===== config.mk =====
export PLATFORM = sky130hd
export DESIGN_NAME = mem_dump_uart_flat
export DESIGN_NICKNAME = d
export VERILOG_FILES = /design/src/rtl/mem_dump_if.sv /design/src/rtl/mem_dump_uart.sv /design/src/flat_wrapper.sv
export SDC_FILE = /design/constraint.sdc
export NUM_CORES = 1
export LEC_CHECK = 0
export CAP_MARGIN = 20
export CORE_ASPECT_RATIO = 2
export CORE_UTILIZATION = 40
export CTS_CLUSTER_DIAMETER = 120
export CTS_CLUSTER_SIZE = 40
export DETAILED_ROUTE_END_ITERATION = 6
export DONT_BUFFER_PORTS = 1
export PLACE_DENSITY = 0.61
export RECOVER_POWER = 50
export SYNTH_ARGS = -nofsm -noshare
export SYNTH_HDL_FRONTEND = slang
export SYNTH_SLANG_ARGS = --single-unit

===== constraint.sdc =====
create_clock -name clk -period 9.6 [get_ports clk]
set_input_delay 0.96 -clock clk [delete_from_list [all_inputs] [get_ports clk]]
set_output_delay 0.96 -clock clk [all_outputs]
set_load 0.005 [all_outputs]

===== src/rtl/mem_dump_if.sv =====
// mem_dump_if: trigger, memory read port and UART/status signals of the memory dump engine
interface mem_dump_if;
    logic        start_i;
    logic [31:0] base_addr_i;
    logic [15:0] word_cnt_i;
    logic        mem_re_o;
    logic [31:0] mem_addr_o;
    logic [31:0] mem_data_i;
    logic        tx_o;
    logic        busy_o;
    logic        done_o;

    modport slave (
        input  start_i, base_addr_i, word_cnt_i, mem_data_i,
        output mem_re_o, mem_addr_o, tx_o, busy_o, done_o
    );

    modport master (
        output start_i, base_addr_i, word_cnt_i, mem_data_i,
        input  mem_re_o, mem_addr_o, tx_o, busy_o, done_o
    );
endinterface


===== src/rtl/mem_dump_uart.sv =====
// mem_dump_uart: reads a range of 32-bit words and sends them little-endian over an 8N1 UART (MEM_DUMP_CHECKSUM_EN appends an XOR checksum byte)
module mem_dump_uart #(
    parameter int CLK_FREQ = 50000000,
    parameter int BAUD     = 115200,
    parameter int BAUD_DIV = CLK_FREQ / BAUD
) (
    input  logic      clk,
    input  logic      rst,
    mem_dump_if.slave bus
);
    localparam int            BW       = $clog2(BAUD_DIV);
    localparam logic [BW-1:0] BAUD_MAX = BW'(BAUD_DIV - 1);

    typedef enum logic [2:0] {
        IDLE, READ, CAPTURE, TX,
`ifdef MEM_DUMP_CHECKSUM_EN
        CSUM,
`endif
        DONE
    } state_t;

    state_t        state_q;
    logic [31:0]   addr_q;
    logic [15:0]   cnt_q;
    logic [31:0]   buf_q;
    logic [1:0]    idx_q;
    logic [3:0]    bit_q;
    logic [BW-1:0] baud_q;
    logic [8:0]    frame_q;
    logic          tx_q;
    logic          mem_re_q;
    logic [31:0]   mem_addr_q;
    logic          busy_q;
    logic          done_q;
`ifdef MEM_DUMP_CHECKSUM_EN
    logic [7:0]    csum_q;
`endif

    logic [31:0] base_al;
    logic [31:0] addr_nxt;

    assign base_al  = bus.base_addr_i & ~32'h3;
    assign addr_nxt = addr_q + 32'd4;

    assign bus.tx_o       = tx_q;
    assign bus.mem_re_o   = mem_re_q;
    assign bus.mem_addr_o = mem_addr_q;
    assign bus.busy_o     = busy_q;
    assign bus.done_o     = done_q;

    // Sequencer: fetch a word, shift its four bytes out frame by frame, repeat until the count runs out
    always_ff @(posedge clk or posedge rst) begin
        if (rst) begin
            state_q    <= IDLE;
            addr_q     <= '0;
            cnt_q      <= '0;
            buf_q      <= '0;
            idx_q      <= '0;
            bit_q      <= '0;
            baud_q     <= '0;
            frame_q    <= '0;
            tx_q       <= 1'b1;
            mem_re_q   <= 1'b0;
            mem_addr_q <= '0;
            busy_q     <= 1'b0;
            done_q     <= 1'b0;
`ifdef MEM_DUMP_CHECKSUM_EN
            csum_q     <= '0;
`endif
        end else begin
            mem_re_q <= 1'b0;
            done_q   <= 1'b0;
            case (state_q)
                IDLE: if (bus.start_i) begin
                    addr_q <= base_al;
                    cnt_q  <= bus.word_cnt_i;
                    busy_q <= 1'b1;
`ifdef MEM_DUMP_CHECKSUM_EN
                    csum_q <= '0;
`endif
                    if (bus.word_cnt_i == 16'd0) begin
                        state_q <= DONE;
                        done_q  <= 1'b1;
                    end else begin
                        state_q    <= READ;
                        mem_re_q   <= 1'b1;
                        mem_addr_q <= base_al;
                    end
                end
                READ: state_q <= CAPTURE;
                CAPTURE: begin
                    buf_q   <= bus.mem_data_i;
                    idx_q   <= '0;
                    tx_q    <= 1'b0;
                    frame_q <= {1'b1, bus.mem_data_i[7:0]};
                    bit_q   <= '0;
                    baud_q  <= '0;
                    state_q <= TX;
`ifdef MEM_DUMP_CHECKSUM_EN
                    csum_q  <= csum_q ^ bus.mem_data_i[7:0] ^ bus.mem_data_i[15:8]
                             ^ bus.mem_data_i[23:16] ^ bus.mem_data_i[31:24];
`endif
                end
                DONE: begin
                    busy_q  <= 1'b0;
                    state_q <= IDLE;
                end
                // TX and CSUM share the bit engine; frame_q holds the data bits still to go plus the stop bit
                default: begin
                    if (baud_q != BAUD_MAX) begin
                        baud_q <= baud_q + BW'(1);
                    end else begin
                        baud_q <= '0;
                        if (bit_q != 4'd9) begin
                            tx_q    <= frame_q[0];
                            frame_q <= {1'b1, frame_q[8:1]};
                            bit_q   <= bit_q + 4'd1;
                        end else if (state_q == TX && idx_q != 2'd3) begin
                            idx_q   <= idx_q + 2'd1;
                            buf_q   <= {8'h00, buf_q[31:8]};
                            tx_q    <= 1'b0;
                            frame_q <= {1'b1, buf_q[15:8]};
                            bit_q   <= '0;
                        end else if (state_q == TX && cnt_q != 16'd1) begin
                            cnt_q      <= cnt_q - 16'd1;
                            addr_q     <= addr_nxt;
                            mem_addr_q <= addr_nxt;
                            mem_re_q   <= 1'b1;
                            state_q    <= READ;
                        end
`ifdef MEM_DUMP_CHECKSUM_EN
                        else if (state_q == TX) begin
                            cnt_q   <= cnt_q - 16'd1;
                            addr_q  <= addr_nxt;
                            tx_q    <= 1'b0;
                            frame_q <= {1'b1, csum_q};
                            bit_q   <= '0;
                            state_q <= CSUM;
                        end
`endif
                        else begin
                            if (state_q == TX) begin
                                cnt_q  <= cnt_q - 16'd1;
                                addr_q <= addr_nxt;
                            end
                            state_q <= DONE;
                            done_q  <= 1'b1;
                        end
                    end
                end
            endcase
        end
    end
endmodule


===== src/flat_wrapper.sv =====
// flat-port wrapper written by rule: the top's interface ports become plain ports
module mem_dump_uart_flat 
#(
    parameter int CLK_FREQ = 50000000,
    parameter int BAUD     = 115200,
    parameter int BAUD_DIV = CLK_FREQ / BAUD
)
  (clk, rst, bus_start_i, bus_base_addr_i, bus_word_cnt_i, bus_mem_data_i, bus_mem_re_o, bus_mem_addr_o, bus_tx_o, bus_busy_o, bus_done_o);
  mem_dump_if bus_i ();
  input  logic clk;
  input  logic rst;
  input wire logic [$bits(bus_i.start_i)-1:0] bus_start_i;
  input wire logic [$bits(bus_i.base_addr_i)-1:0] bus_base_addr_i;
  input wire logic [$bits(bus_i.word_cnt_i)-1:0] bus_word_cnt_i;
  input wire logic [$bits(bus_i.mem_data_i)-1:0] bus_mem_data_i;
  output wire logic [$bits(bus_i.mem_re_o)-1:0] bus_mem_re_o;
  output wire logic [$bits(bus_i.mem_addr_o)-1:0] bus_mem_addr_o;
  output wire logic [$bits(bus_i.tx_o)-1:0] bus_tx_o;
  output wire logic [$bits(bus_i.busy_o)-1:0] bus_busy_o;
  output wire logic [$bits(bus_i.done_o)-1:0] bus_done_o;
  assign bus_i.start_i = bus_start_i;
  assign bus_i.base_addr_i = bus_base_addr_i;
  assign bus_i.word_cnt_i = bus_word_cnt_i;
  assign bus_i.mem_data_i = bus_mem_data_i;
  assign bus_mem_re_o = bus_i.mem_re_o;
  assign bus_mem_addr_o = bus_i.mem_addr_o;
  assign bus_tx_o = bus_i.tx_o;
  assign bus_busy_o = bus_i.busy_o;
  assign bus_done_o = bus_i.done_o;
  mem_dump_uart #(.CLK_FREQ(CLK_FREQ), .BAUD(BAUD), .BAUD_DIV(BAUD_DIV)) u_core (.clk(clk), .rst(rst), .bus(bus_i));
endmodule

# Word level (Yosys, flattened, before mapping)

Cells that the tools add are included.

Register bits after elaboration: 143
Input bits: 83
Logic and storage cells: 121

$add $sub $neg: 5
Eq/ne operators: 18
Mux-type cells: 66
Bitwise gates (word level): 2
Reductions and logical operators: 17

Operators with widths:

| operator                                                              | count |
|---|---|
| 32-bit two-way mux                                                    | 15 |
| 32-bit one-hot mux with 2 select lines                                | 3 |
| 16-bit two-way mux                                                    | 6 |
| 9-bit two-way mux                                                     | 4 |
| 9-bit one-hot mux with 2 select lines                                 | 2 |
| 32-bit by 3-bit adder with 32-bit output, second input constant       | 1 |
| 16-bit one-hot mux with 2 select lines                                | 1 |
| 3-bit two-way mux                                                     | 6 |
| 16-bit zero test                                                      | 1 |
| 1-bit two-way mux                                                     | 16 |
| 16-bit by 1-bit != test with 1-bit output, second input constant      | 1 |
| 2-bit != test, second input constant                                  | 8 |
| 16-bit by 1-bit subtractor with 16-bit output, second input constant  | 1 |
| 5-bit != test, second input constant                                  | 3 |
| 4-bit two-way mux                                                     | 3 |
| 3-bit one-hot mux with 4 select lines                                 | 1 |
| 9-bit by 1-bit adder with 9-bit output, second input constant         | 1 |
| 9-bit != test, second input constant                                  | 1 |
| 1-bit one-hot mux with 2 select lines                                 | 4 |
| 4-bit one-hot mux with 2 select lines                                 | 1 |
| 4-bit AND reduction                                                   | 2 |
| 7-bit AND reduction                                                   | 1 |
| 3-bit by 2-bit equality test with 1-bit output, second input constant | 2 |
| 2-bit two-way mux                                                     | 3 |
| 15 further kinds                                                      | 21 |

# Logic depth before layout (Yosys ltp)

Gate-level depths: netlist (run 1).

Depth after elaboration: 7
Gate-level depth with buffers: 9
Gate-level depth less buffers: 7

# Worst setup path after synthesis (run 1)

Ideal clock, no wire load.

Path kind: input port to flip-flop
Start point: input bus_word_cnt_i[10]
End point: register u_core.mem_addr_q[11], in the netlist u_core.bus.mem_addr_o[11]
Setup time: 0.125 ns
Arrival: 2.095 ns
Data required time: 9.475 ns
Setup slack: 7.380 ns
Stages on the path: 5
Buffers on the path: 1
Cells stage by stage: nor4_1 -> and4_1 -> o22ai_2 -> buf_4 -> mux2_2

Longest elaborated chain between the ends: 3

Ends and longest elaborated chain:

| element                       | line                 | source |
|---|---|---|
| from (decl)                   | flat_wrapper.sv:14   | `input wire logic [$bits(bus_i.word_cnt_i)-1:0] bus_word_cnt_i;` |
| 16-bit zero test              | mem_dump_uart.sv:81  | `if (bus.word_cnt_i == 16'd0) begin` |
| 2-bit != test (no line)       | -                    |  |
| 7-bit AND reduction (no line) | -                    |  |
| to (signal assigned)          | mem_dump_uart.sv:87  | `mem_addr_q <= base_al;` |
| to (signal assigned)          | mem_dump_uart.sv:127 | `mem_addr_q <= addr_nxt;` |
| to (decl)                     | mem_dump_uart.sv:32  | `logic [31:0] mem_addr_q;` |

Every way passes these cells.
A chain may end at the register's enable or synchronous reset.

==> impl_metrics.tcl, run 1 <==
set metrics [dict create \
    placed_cells 967 \
    dr.pass1.iters 7 \
    stdcell_count 999 \
    cts.sinks 135 \
    wl_um 18700 \
    clockBufferDepth 2 \
    ys_types 66 \
    cp_cell_sequence "clkinvlp_2, buf_4" \
    antenna_found_initial 0 \
    synth_area_leaders "dfrtp_1 (45%), mux2i_1 (5.1%), o21ai_0 (4.6%)" \
    violations "design-rule violations, max-capacitance violations, max-slew violations" \
    die_w_um 98.3 \
    fp.dieArea_mm2 0.0191 \
    nets 861 \
    critPathKind "input port to async pin" \
    hold_violations 0 \
    synth_edf_count 0 \
    vias 5862 \
    grt.total_usage_pct 20.4 \
    ir_drop_v 0.0000972 \
    design_area_mm2 0.00811 \
    grt_pass1_wl_um 30200 \
    yosysSeqAreaShare_pct 45.5 \
    cts_made_buffers 17 \
    rr_startpoint "u_core.state_q[1]" \
    final.min_clock_period_ps 3320 \
    postRouteAntennaNets 0 \
    htreeDepth 4 \
    required_ps 10070 \
    cp_data_arrival_time_ps 3780 \
    synth_top_area_share_pct 45.2 \
    drive_gt1_share_pct 10.5 \
    postCtsHoldBufs 0 \
    hp-start "u_core.frame_q[8]" \
    finalSetupViolations 0 \
    diodes 0 \
    initial_utilization_pct 40.7 \
    clk_latency_ps 430 \
    finalClockSkew_ps 10.2 \
    io_buffer_count 0 \
    p_leak_nw 3.23 \
    tns_ps 0 \
    dpl-instance-area_mm2 0.00752 \
    relSlewSlack_pct -132 \
    synthCells 800 \
    maxSlewViolCount 106 \
    final_util_pct 44.5 \
    p_total_w 0.00181 \
    rows 70 \
    cts_resized 0 \
    clockRootBuffer "clkbuf_16" \
    post_drt_wl_per_cell_um 18.8 \
    worstMarginPinSlew_ps 3460 \
    synth_top_area_cell "dfrtp_1" \
    gp_congestion 0.835 \
    avgViaCountPerCell 5.87 \
    crit_slowest_cell "clkinvlp_2" \
    startpoint "rst" \
    cts_tree "yes" \
    io_pins 119 \
    grt_max_degree 82 \
    layout_common_cells "dfrtp_1 (134), nand2_1 (90), o21ai_0 (68), nor2_1 (62), a21oi_1 (44)" \
    outcome "finished with violations" \
    overflow 0 \
    yosys_warnings 0 \
    mostFrequentLayoutCell "dfrtp_1" \
    worstPathMaxFanout 75 \
    synth_area_mm2 0.00742 \
    hold_path_class "flip-flop to flip-flop" \
    fmax_mhz 301 \
    initialDrtViolationCount 250 \
    ys.flop_type "dfrtp_1" \
    finalCritPeriodShare_pct 34.6 \
    core-area_mm2 0.0182 \
    powerDensity_mw_per_mm2 223 \
    die_h_um 195 \
    ys_seq_elements 135 \
    path_clk_slew_ps 70 \
    worst-path-buf-inv 2 \
    grt_pass1_vias 5756 \
    path_delay_family "buffers and inverters" \
    cts_setup_buffers 0 \
    start_kind "input port" \
    max_cap_violations 2 \
    cp-end-kind "async pin" \
    dp_hpwl_um 12900 \
    async_flop_share_pct 100 \
    drc 6 \
    synthToLayoutAreaGrowth_pct 9.29 \
    syn_area_per_cell_um2 9.28 \
    synth_nets 891 \
    rsz0062_at_grt "no" \
    cpPeakStageDelay_ps 1890 \
]
==> worst paths after layout <==
path | to | slack [ps] | cells after the start
worst min register to register | u_core.frame_q[8] | 470 | 1
worst min-delay path | u_core.frame_q[8] | 470 | 1
worst max register to register | u_core.buf_q[28] | 6300 | 6
max in group clk | u_core.buf_q[28] | 6300 | 6
worst max-delay path | u_core.cnt_q[2] | 6280 | 2
min in group asynchronous | u_core.bus.mem_addr_o[23] | 1410 | 1
==> state kept, by name, indices dropped and copies added, names as in the netlist, 2 cells and up <==
signal	flops
u_core.bus.mem_addr_o	32
u_core.addr_q	32
u_core.cnt_q	16
u_core.baud_q	9
u_core.bit_q	4
u_core.buf_q	24
u_core.frame_q	9
u_core.idx_q	2
u_core.state_q	3
==> synthesized netlist by cell type (12+ instances only) <==
master,number
buf_2,22
nor3_1,16
o22a_1,12
clkbuf_1,26
mux2_2,27
nor2_1,62
nand3_1,23
nor4_1,12
inv_1,25
and4_1,12
mux2i_1,38
a21oi_1,45
nand2_1,90
nand4_1,16
o21ai_0,68
a31oi_1,27
dfrtp_1,134
==> where the power goes <==
| group | internal [W] | total (W) | switching [W] |
|---|---|---|---|
| combinational | 0.000145 | 0.000278 | 0.000133 |
| sequential | 0.000712 | 0.000841 | 0.000129 |
| clock | 0.000395 | 0.000687 | 0.000292 |
==> metrics by stage <==
stage                     hold WS [ps]  setup WS, ps
after floorplan                    437          5030
after global placement             459          6630
after detailed placement           462          6580
after CTS                          478          6580
after global routing               488          5620
final                              474          6280
==> cell type report <==
| cell class | instances | area (um^2) |
|---|---|---|
| fill | 1793 | 10100 |
| sequential | 135 | 3380 |
| clock inverter | 15 | 184 |
| tap | 216 | 270 |
| multi-input combinational | 582 | 3690 |
| timing repair buffer | 9 | 63.8 |
| inverter | 25 | 95.1 |
| clock buffer | 17 | 425 |
==> logic make-up after synthesis <==
kind of cell / Yosys count / share of synthesized area (%)
adder cells (fa/ha/maj): 9 / 1.48
XOR/XNOR: 12 / 1.42
multiplexers: 65 / 9.22
buffers and inverters: 83 / 4.96
AO/OA/AOI/OAI: 219 / 18.7
AND/OR/NAND/NOR: 277 / 18.7
flip-flops: 135 / 45.5
==> per-layer routing <==
metal	vias to the layer above	track usage [%]	share of wire, %
li1	2862	-	-
met1	2826	21.5	37
met2	137	37.1	54
met3	37	4.06	4.1
met4	0	12.1	4.2
met5	-	0	0
No activity file was read; power rests on OpenSTA's default activity.
==> run 2, diff against run 1 <==
==> constraint.sdc (replaced) <==
create_clock -name clk -period 3.1 [get_ports clk]
set_input_delay 0.31 -clock clk [delete_from_list [all_inputs] [get_ports clk]]
set_output_delay 0.31 -clock clk [all_outputs]
set_load 0.005 [all_outputs]
==> impl_metrics.tcl, run 2 (synthesized netlist as in run 1, its figures left out) <==
set metrics [dict create \
    outcome "finished with violations" \
    violations "design-rule violations, max-capacitance violations" \
    max_cap_violations 1 \
    synthToLayoutAreaGrowth_pct 13.0 \
    postLayoutSetupSlackWorst_ps 761 \
    p_leak_nw 3.37 \
    critPathKind "flip-flop to flip-flop" \
    initialDrtViolationCount 240 \
    top_layer "met4" \
    reg2reg_to "u_core.addr_q[28]" \
    powerDensity_mw_per_mm2 695 \
    final.min_clock_period_ps 2340 \
    die_h_um 195 \
    start_kind "flip-flop" \
    required_ps 3390 \
    cts_resized 0 \
    post_drt_wl_per_cell_um 18.7 \
    gp_congestion 0.868 \
    met3_wirelength_um 812 \
    fillers 1764 \
    reg2reg_slack_ps 760 \
    rsz0062_at_grt "no" \
    relSlewSlack_pct 0.726 \
    cp_data_arrival_time_ps 2630 \
    clk_latency_ps 420 \
    cts_tree "yes" \
    tns_ps 0 \
    path_clk_slew_ps 60 \
    overflow 0 \
    dr.pass1.iters 7 \
    drive_gt1_share_pct 12.6 \
    drc 4 \
    r2r_cells 7 \
    grt_pass1_wl_um 31200 \
    antenna_found_initial 0 \
    hp-start "bus_mem_data_i[29]" \
    diodes 0 \
    ir_drop_v 0.000337 \
    maxSlewViolCount 0 \
    io_pins 119 \
    dp_slack_ps 588 \
    initial_utilization_pct 40.7 \
    layout_common_cells "dfrtp_1 (134), nand2_1 (90), o21ai_0 (68), nor2_1 (62), a21oi_1 (44)" \
    finalClockSkew_ps 8.63 \
    wl_met1_um 6690 \
    cts_made_buffers 17 \
    clockBufferDepth 2 \
    avgViaCountPerCell 5.84 \
    dp_hpwl_um 13700 \
    mostFrequentLayoutCell "dfrtp_1" \
    postCtsHoldBufs 1 \
    hold_path_class "input port to flip-flop" \
    io_buffer_count 0 \
    core-area_mm2 0.0182 \
    dpl-instance-area_mm2 0.00770 \
    design_area_mm2 0.00839 \
    nets 880 \
    grt_pass1_vias 6032 \
    cts.sinks 135 \
    grt_max_degree 61 \
    grt.total_usage_pct 21.0 \
    min_path_cells 1 \
    die_w_um 98.3 \
    min_to "u_core.buf_q[29]" \
    finalCritPeriodShare_pct 75.5 \
    wl_um 19000 \
    postRouteAntennaNets 0 \
    clockRootBuffer "clkbuf_16" \
    rr_startpoint "u_core.addr_q[2]" \
    cts_setup_buffers 0 \
    worstMarginPinSlew_ps 1480 \
    worstPathMaxFanout 12 \
    fp.dieArea_mm2 0.0191 \
    cp-end-kind "flip-flop" \
    hold_violations 0 \
    wl_met2_um 10900 \
    finalSetupViolations 0 \
    fmax_mhz 428 \
    startpoint "u_core.addr_q[2]" \
    vias 5937 \
    htreeDepth 4 \
    p_total_w 0.00583 \
    rows 70 \
]
run 2: worst max path at each step:
stage,to,slack [ps],depth (start not counted)
3_5_place_dp,u_core.frame_q[2],590,6
3_3_place_gp,u_core.frame_q[4],610,6
5_1_grt,u_core.addr_q[28],460,3
2_1_floorplan,u_core.bus.mem_addr_o[11],1000,8
4_1_cts,u_core.frame_q[5],570,6
6_report,u_core.addr_q[28],760,7
run 2: stage by stage:
stage	utilization (%)	hold WS, ps	cells
floorplan	-	437	800
global placement	42.3	353	984
detailed placement	42.3	363	984
CTS	46.1	9.50	1016
global route	46.0	14.2	1017
finish	46.0	28.2	1017
run 2: power breakdown:
| group | switching (W) | total [W] | internal (W) |
|---|---|---|---|
| Combinational | 0.000435 | 0.000901 | 0.000465 |
| Clock | 0.000790 | 0.00234 | 0.00155 |
| Sequential | 0.000380 | 0.00259 | 0.00221 |
run 2: metal layers:
layer	vias up	GRT usage, %
met2	110	40.3
met3	29	4.64
met4	0	9.73
li1	2888	-
met5	-	0
met1	2910	21.0
run 2: final cells by class:
class                           count  area [um^2]  area share [%]
Multi-Input combinational cell    582         3700            44.1
Sequential cell                   135         3380            40.3
Clock buffer                       19          453            5.40
Tap cell                          216          270            3.22
Timing Repair Buffer               28          267            3.18
Clock inverter                     12          223            2.66
Inverter                           25         95.1            1.13
run 2: critical path, cell delays in order (launching register included):
cell      delay [ps]
dfrtp_1          470
ha_1             350
and4_1           290
nand4_1          100
buf_4            210
o311a_1          350
a211oi_1         330
o21ai_0          120
==> edit 1 (settings of run 2) <==
Make the reset (`rst`) synchronous in one clocked block.
--- a/src/rtl/mem_dump_uart.sv
+++ b/src/rtl/mem_dump_uart.sv
@@ -50,5 +50,5 @@
 
     // Sequencer: fetch a word, shift its four bytes out frame by frame, repeat until the count runs out
-    always_ff @(posedge clk or posedge rst) begin
+    always_ff @(posedge clk) begin
         if (rst) begin
             state_q    <= IDLE;
Function: differs if rst is asserted again (counterexample within 4 cycles, from zero or initial values and one cycle with rst high); with rst held inactive, the same outputs for 4 cycles.
==> edit 1 against run 2 <==
- first-iteration DRC count is 7.5% higher
- synthesized cell count increased by 5.5%
- utilization grew 0.31 points
- routed wire length fell by 10%
- die area fell by 9.6%
- count of clock-buffer cells in the layout shrank 2
- worst setup slack got worse by 0.27 ns
- synthesized area shrank 9.7%
- sequential cell count is the same
- final area fell by 9.7%
- largest cell class unchanged
Power is not compared: it rests on default switching activity, and its combinational part moved more than twofold at a synthesized area within 25%.
==> edit 1: results (changes against run 2) <==
** CTS
- The root buffer cell chosen for the clock tree is sky130_fd_sc_hd__clkbuf_16.
- The insertion delay of the later-clocked pin in the worst-skew pair came to 0.42 ns (about the same).

** Timing
- The largest clock skew in the final design was 0.01011 ns (+0.001476 ns).
- Worst-Margin Slew :: 1.439 ns (-0.04173 ns)

** Synthesis
- The count of unique library cells instantiated by Yosys was 58 (-12%).
- After synthesis, the cell types taking the most area are sky130_fd_sc_hd__dfxtp_1, sky130_fd_sc_hd__nor2_1, sky130_fd_sc_hd__nand2_1.
- The synthesized instance count is 844 (+5.5%).
- Most frequently used flop master after synthesis :: sky130_fd_sc_hd__dfxtp_1
- After synthesis, the most frequently instantiated cells are sky130_fd_sc_hd__dfxtp_1, sky130_fd_sc_hd__nor2_1, sky130_fd_sc_hd__nand2_1.
- Async set or reset register ratio after synthesis :: 0 (-1.000)
- Post-synthesis sequential area ratio :: 0.4031 (-0.05211)
- The net count of the mapped netlist was 935 (+4.9%).

** Route
- Count of TritonRoute iterations in the first routing pass :: 4 (-3)
- The iteration-0 DRC count of the detailed router is 258 (+7.5%).
- The total number of vias is 5828 (-1.8%).
- The average detailed-routed wire length per instance came to 16.40 microns (-12%).

** Finish
- The non-filler instance count after layout is 1043 (+2.6%).
- Fraction of final layout cells with drive strength greater than 1 :: 0.07271 (-0.05339)
- The layout filler cell count was 1652 (-6.3%).
- Number of nets in the layout :: 917 (+4.2%)

** Setup path
- In this run the critical register-to-register path is captured at u_core.bus.mem_addr_o[5].
- Crit path largest cell delay :: 1.09 ns (+0.62 ns)
- R2R Path Start :: u_core.state_q[0]
- Crit path max fanout :: 77 (+65)
- The depth of the most critical reg-to-reg path came to 6 (-1).
- Highest-delay cell along the critical path :: sky130_fd_sc_hd__clkbuf_2
- WP data arrival :: 2.90 ns (+0.27 ns)
- Critical path's top delay family :: buffers and inverters
- Slack of the worst reg-to-reg path :: 0.49 ns (-0.27 ns)

** Placement
- The last weighted congestion value of the routability-driven placer was 0.8400 (-3.2%).
- Post-DP HPWL :: 11800 microns (-14%)
- Buffers added on ports :: 0 (unchanged)

** Global routing
- Pin count of the biggest net entering global routing :: 101 (+66%)
- Number of global-route vias before repair :: 5715 (-5.3%)
- First-pass GRT wire length :: 27570 microns (-12%)
- The global-route total usage across every layer was 0.2075 (-0.002554).

** Min path
- The path with the worst hold slack has its endpoint at u_core.buf_q[18].
- In this run the most critical hold path is launched from bus_mem_data_i[18].
- The worst hold path belongs to the class in2reg.
- Number of stages on the worst hold path :: 2 (+1)

** Status
- The flow ran to the end, and the final reports show no timing, DRC or antenna violations.
-- edit 1: changes by cell type in the layout (fill, tap and decap cells not counted), sizes merged, moves of 12 or more --
cell | run 2 | this run
mux2 | 27 | 0
o21ai | 69 | 49
o22a | 12 | 0
nand2 | 90 | 115
xor2 | 4 | 16
nor2 | 62 | 126
dfxtp | 0 | 135
nand2b | 6 | 24
xnor2 | 8 | 23
a21oi | 45 | 58
a311oi | 0 | 17
dfrtp | 134 | 0
a31oi | 27 | 2
-- edit 1: final cells by class --
type                       count  share of cell area
clock buffer                  17             0.05614
inverter                      13            0.006440
clock inverter                15             0.03154
multi-input combinational    638              0.4924
tap                          204             0.03369
sequential                   135              0.3567
timing repair buffer          21             0.02312
-- edit 1: worst max-delay path by stage --
| stage | startpoint | end | slack [ns] | cells past startpoint |
|---|---|---|---|---|
| floorplan | u_core.bit_q[1] | u_core.bus.tx_o | 0.82 | 8 |
| global route | u_core.state_q[0] | u_core.bus.mem_addr_o[6] | 0.19 | 6 |
| global placement | u_core.state_q[2] | u_core.cnt_q[8] | 0.53 | 6 |
| detailed placement | u_core.state_q[2] | u_core.cnt_q[8] | 0.50 | 6 |
| finish | u_core.state_q[0] | u_core.bus.mem_addr_o[5] | 0.49 | 6 |
| CTS | u_core.state_q[2] | u_core.cnt_q[6] | 0.47 | 6 |
-- edit 1: metrics by stage --
step	hold WS (ns)	setup slack, ns	total power [mW]	cell area [sq um]	utilization
floorplan	0.4294	0.8227	4.521	6704	-
global placement	0.3895	0.5326	5.195	6912	0.4227
detailed placement	0.3916	0.5008	5.236	6912	0.4227
CTS	0.02151	0.4718	7.582	7604	0.4650
global route	0.01954	0.1855	8.014	7577	0.4634
finish	0.03360	0.4922	7.470	7577	0.4634
-- edit 1: logic make-up (layout without fill, tap and decap cells) --
family | Yosys count | count (layout) | share of synthesized area
AO/OA/AOI/OAI | 182 | 182 | 0.1704
XOR/XNOR | 39 | 39 | 0.05095
adder cells (fa/ha/maj) | 8 | 8 | 0.01493
buffers and inverters | 71 | 66 | 0.04386
flip-flops | 135 | 135 | 0.4031
multiplexers | 38 | 38 | 0.05674
AND/OR/NAND/NOR | 371 | 371 | 0.2600
-- edit 1: power groups by stage --
stage	registers (mW)	logic [mW]	clock network (mW)
after global placement	2.48	2.71	0
final	2.45	2.72	2.30
after floorplan	2.38	2.14	0
after CTS	2.45	2.78	2.35
after detailed placement	2.49	2.75	0
after global routing	2.51	3.08	2.43
-- edit 1: layer usage --
metal	routed length, microns	track usage	vias up	share of wire
met1	6240	0.1942	2736	0.36
met2	9385	0.4038	139	0.55
met4	634	0.1015	0	0.037
li1	-	-	2916	-
met3	848	0.05337	37	0.050
met5	0	0	-	0
==> edit 2 (config.mk and constraints of run 2) <==
Made on the original files. `CLK_FREQ` is set to 50000000 in 2 places; all go to 200000000.
--- a/src/rtl/mem_dump_uart.sv
+++ b/src/rtl/mem_dump_uart.sv
@@ -1,5 +1,5 @@
 // mem_dump_uart: reads a range of 32-bit words and sends them little-endian over an 8N1 UART (MEM_DUMP_CHECKSUM_EN appends an XOR checksum byte)
 module mem_dump_uart #(
-    parameter int CLK_FREQ = 50000000,
+    parameter int CLK_FREQ = 200000000,
     parameter int BAUD     = 115200,
     parameter int BAUD_DIV = CLK_FREQ / BAUD
--- a/src/flat_wrapper.sv
+++ b/src/flat_wrapper.sv
@@ -2,5 +2,5 @@
 module mem_dump_uart_flat 
 #(
-    parameter int CLK_FREQ = 50000000,
+    parameter int CLK_FREQ = 200000000,
     parameter int BAUD     = 115200,
     parameter int BAUD_DIV = CLK_FREQ / BAUD
Check against the original RTL: same outputs for any inputs over 4 cycles, from zero or initial values and one cycle with rst high; that may be too few to reach the edited logic, so the function may still have changed.
==> edit 2 against run 2 <==
- the run ends with capacitance limit, slew limit left
- synthesized area grew 2.3%
- total power grew 0.36%
- utilization shrank 0.93 points
- worst setup slack lost 0.37 ns
- non-clock buffer count shrank 1
- first-iteration DRC count shrank 40%
- sequential cell count grew 2
- final area grew 0.82%
- sequential power grew 5%
- combinational power grew 35%
- routed wire length grew 2.2%
- hold slack lost 0.0072 ns
- largest power group unchanged
- highest routed layer unchanged
==> edit 2: results (changes against run 2) <==
** Global routing
- The met2 demand-to-capacity share in global routing was 0.3907 (-0.01228).
- The global-route met3 utilization is 0.04858 (+0.002195).
- Met1 routing resource usage after global routing :: 0.2165 (+0.006631)
- Global-route total usage across every layer :: 0.2095 (-0.0005353)

** Power
- The leakage power summed over all cells came to 3.310 nW (-1.9%).
- The internal power was 3.961 mW (-6.2%).

** Timing
- The relative slew slack was -0.1680 (-0.1753).
- Final-report max-slew violation count :: 35 (+35)
- The largest clock skew in the final design is 0.01171 ns (+0.003076 ns).

** Status
- The run finished, with violations left.
- The checks that failed: capacitance limit, slew limit.

** Setup path
- Tracing the worst setup path back leads to its startpoint at u_core.baud_q[0].
- Crit path largest cell delay :: 0.53 ns (+0.06 ns)
- Crit path max fanout :: 30 (+18)
- On the critical path, the stage with the largest delay is an instance of sky130_fd_sc_hd__inv_2.
- The arrival time at the worst endpoint is 3.01 ns (+0.38 ns).

** Finish
- The net count reported at finish was 882 (+0.23%).

** Route
- Count of TritonRoute iterations in the first routing pass :: 4 (-3)
- The via-per-instance ratio came to 5.720 (-2.0%).

** Synthesis
- In the synthesized netlist, the cells that appear most often are sky130_fd_sc_hd__dfrtp_1, sky130_fd_sc_hd__nand2_1, sky130_fd_sc_hd__a21oi_1.
- The net count of the mapped netlist was 894 (+0.34%).
- Top cells by area, synth :: sky130_fd_sc_hd__dfrtp_1, sky130_fd_sc_hd__a21oi_1, sky130_fd_sc_hd__nand2_1
- The count of unique library cells instantiated by Yosys came to 64 (-3.0%).

** Placement
- The HPWL after detailed placement came to 13920 microns (+1.8%).
- Placer's final routability congestion estimate :: 0.8504 (-2.0%)

** Run
- The max-cap check violation count came to 1 (unchanged).
edit 2: cell count changes after synthesis, moves of 14 or more:
cell and change:
sky130_fd_sc_hd__mux2i_1 -23, sky130_fd_sc_hd__o21ai_0 -14, sky130_fd_sc_hd__mux2_1 +26, sky130_fd_sc_hd__clkbuf_1 +18, sky130_fd_sc_hd__buf_2 -14, sky130_fd_sc_hd__inv_1 -14, sky130_fd_sc_hd__a21oi_1 +25, sky130_fd_sc_hd__a41oi_1 +16
edit 2: power groups by stage:
| stage | sequential (mW) | clock (mW) | combinational [mW] |
|---|---|---|---|
| 2_1_floorplan | 2.57 | 0 | 1.03 |
| 3_3_place_gp | 2.74 | 0 | 1.20 |
| 3_5_place_dp | 2.75 | 0 | 1.24 |
| 4_1_cts | 2.72 | 1.97 | 1.24 |
| 5_1_grt | 2.78 | 2.04 | 1.40 |
| 6_report | 2.71 | 1.92 | 1.22 |
edit 2: worst paths after layout:
| check | end | slack, ns | cells past startpoint |
|---|---|---|---|
| max in group asynchronous | u_core.addr_q[16] | 0.76 | 3 |
| max | u_core.bus.mem_addr_o[27] | 0.39 | 7 |
| max reg2reg | u_core.bus.mem_addr_o[27] | 0.39 | 7 |
| min reg2reg | u_core.frame_q[8] | 0.48 | 1 |
| min | u_core.buf_q[31] | 0.02 | 1 |
| min in group asynchronous | u_core.cnt_q[10] | 0.77 | 2 |
edit 2: final cells by class:
class / instances / area, sq um
clock buffers: 18 / 429.2
flip-flops and latches: 137 / 3430
fillers: 1849 / 10290
inverters: 12 / 46.29
repair buffers: 27 / 230.2
well taps: 255 / 319.1
multi-input cells: 597 / 3879
clock inverters: 13 / 122.6
edit 2: per-layer routing:
metal / vias up / part of all wire / wire (microns)
li1: 2945 / - / -
met4: 0 / 0.032 / 622
met5: - / 0 / 0
met3: 39 / 0.039 / 760
met2: 115 / 0.55 / 10780
met1: 2958 / 0.37 / 7280
edit 2: cell families (layout without fill, tap and decap cells):
logic type | after synthesis | count (layout) | share of synthesized area
flip-flops | 137 | 137 | 0.4515
multiplexers | 63 | 63 | 0.09092
buffers and inverters | 70 | 70 | 0.04036
AO/OA/AOI/OAI | 236 | 236 | 0.2018
XOR/XNOR | 19 | 19 | 0.02191
adder cells (fa/ha/maj) | 7 | 7 | 0.01153
AND/OR/NAND/NOR | 272 | 272 | 0.1820
edit 2: through the flow:
stage	worst slack [ns]	instance area [sq um]	power, mW	utilization	cells
floorplan	0.6248	7600	3.596	-	804
CTS	0.3704	8471	5.931	0.4519	1059
global route	0.1652	8456	6.220	0.4511	1059
detailed placement	0.3830	7909	3.984	0.4219	1027
global placement	0.4285	7909	3.937	0.4219	1027
finish	0.3925	8456	5.847	0.4511	1059
edit 2: repair_timing:
item | CTS | global route
gates resized for setup | 0 | 0
endpoints found under the hold margin | 33 | 0
hold buffers | 1 | 0
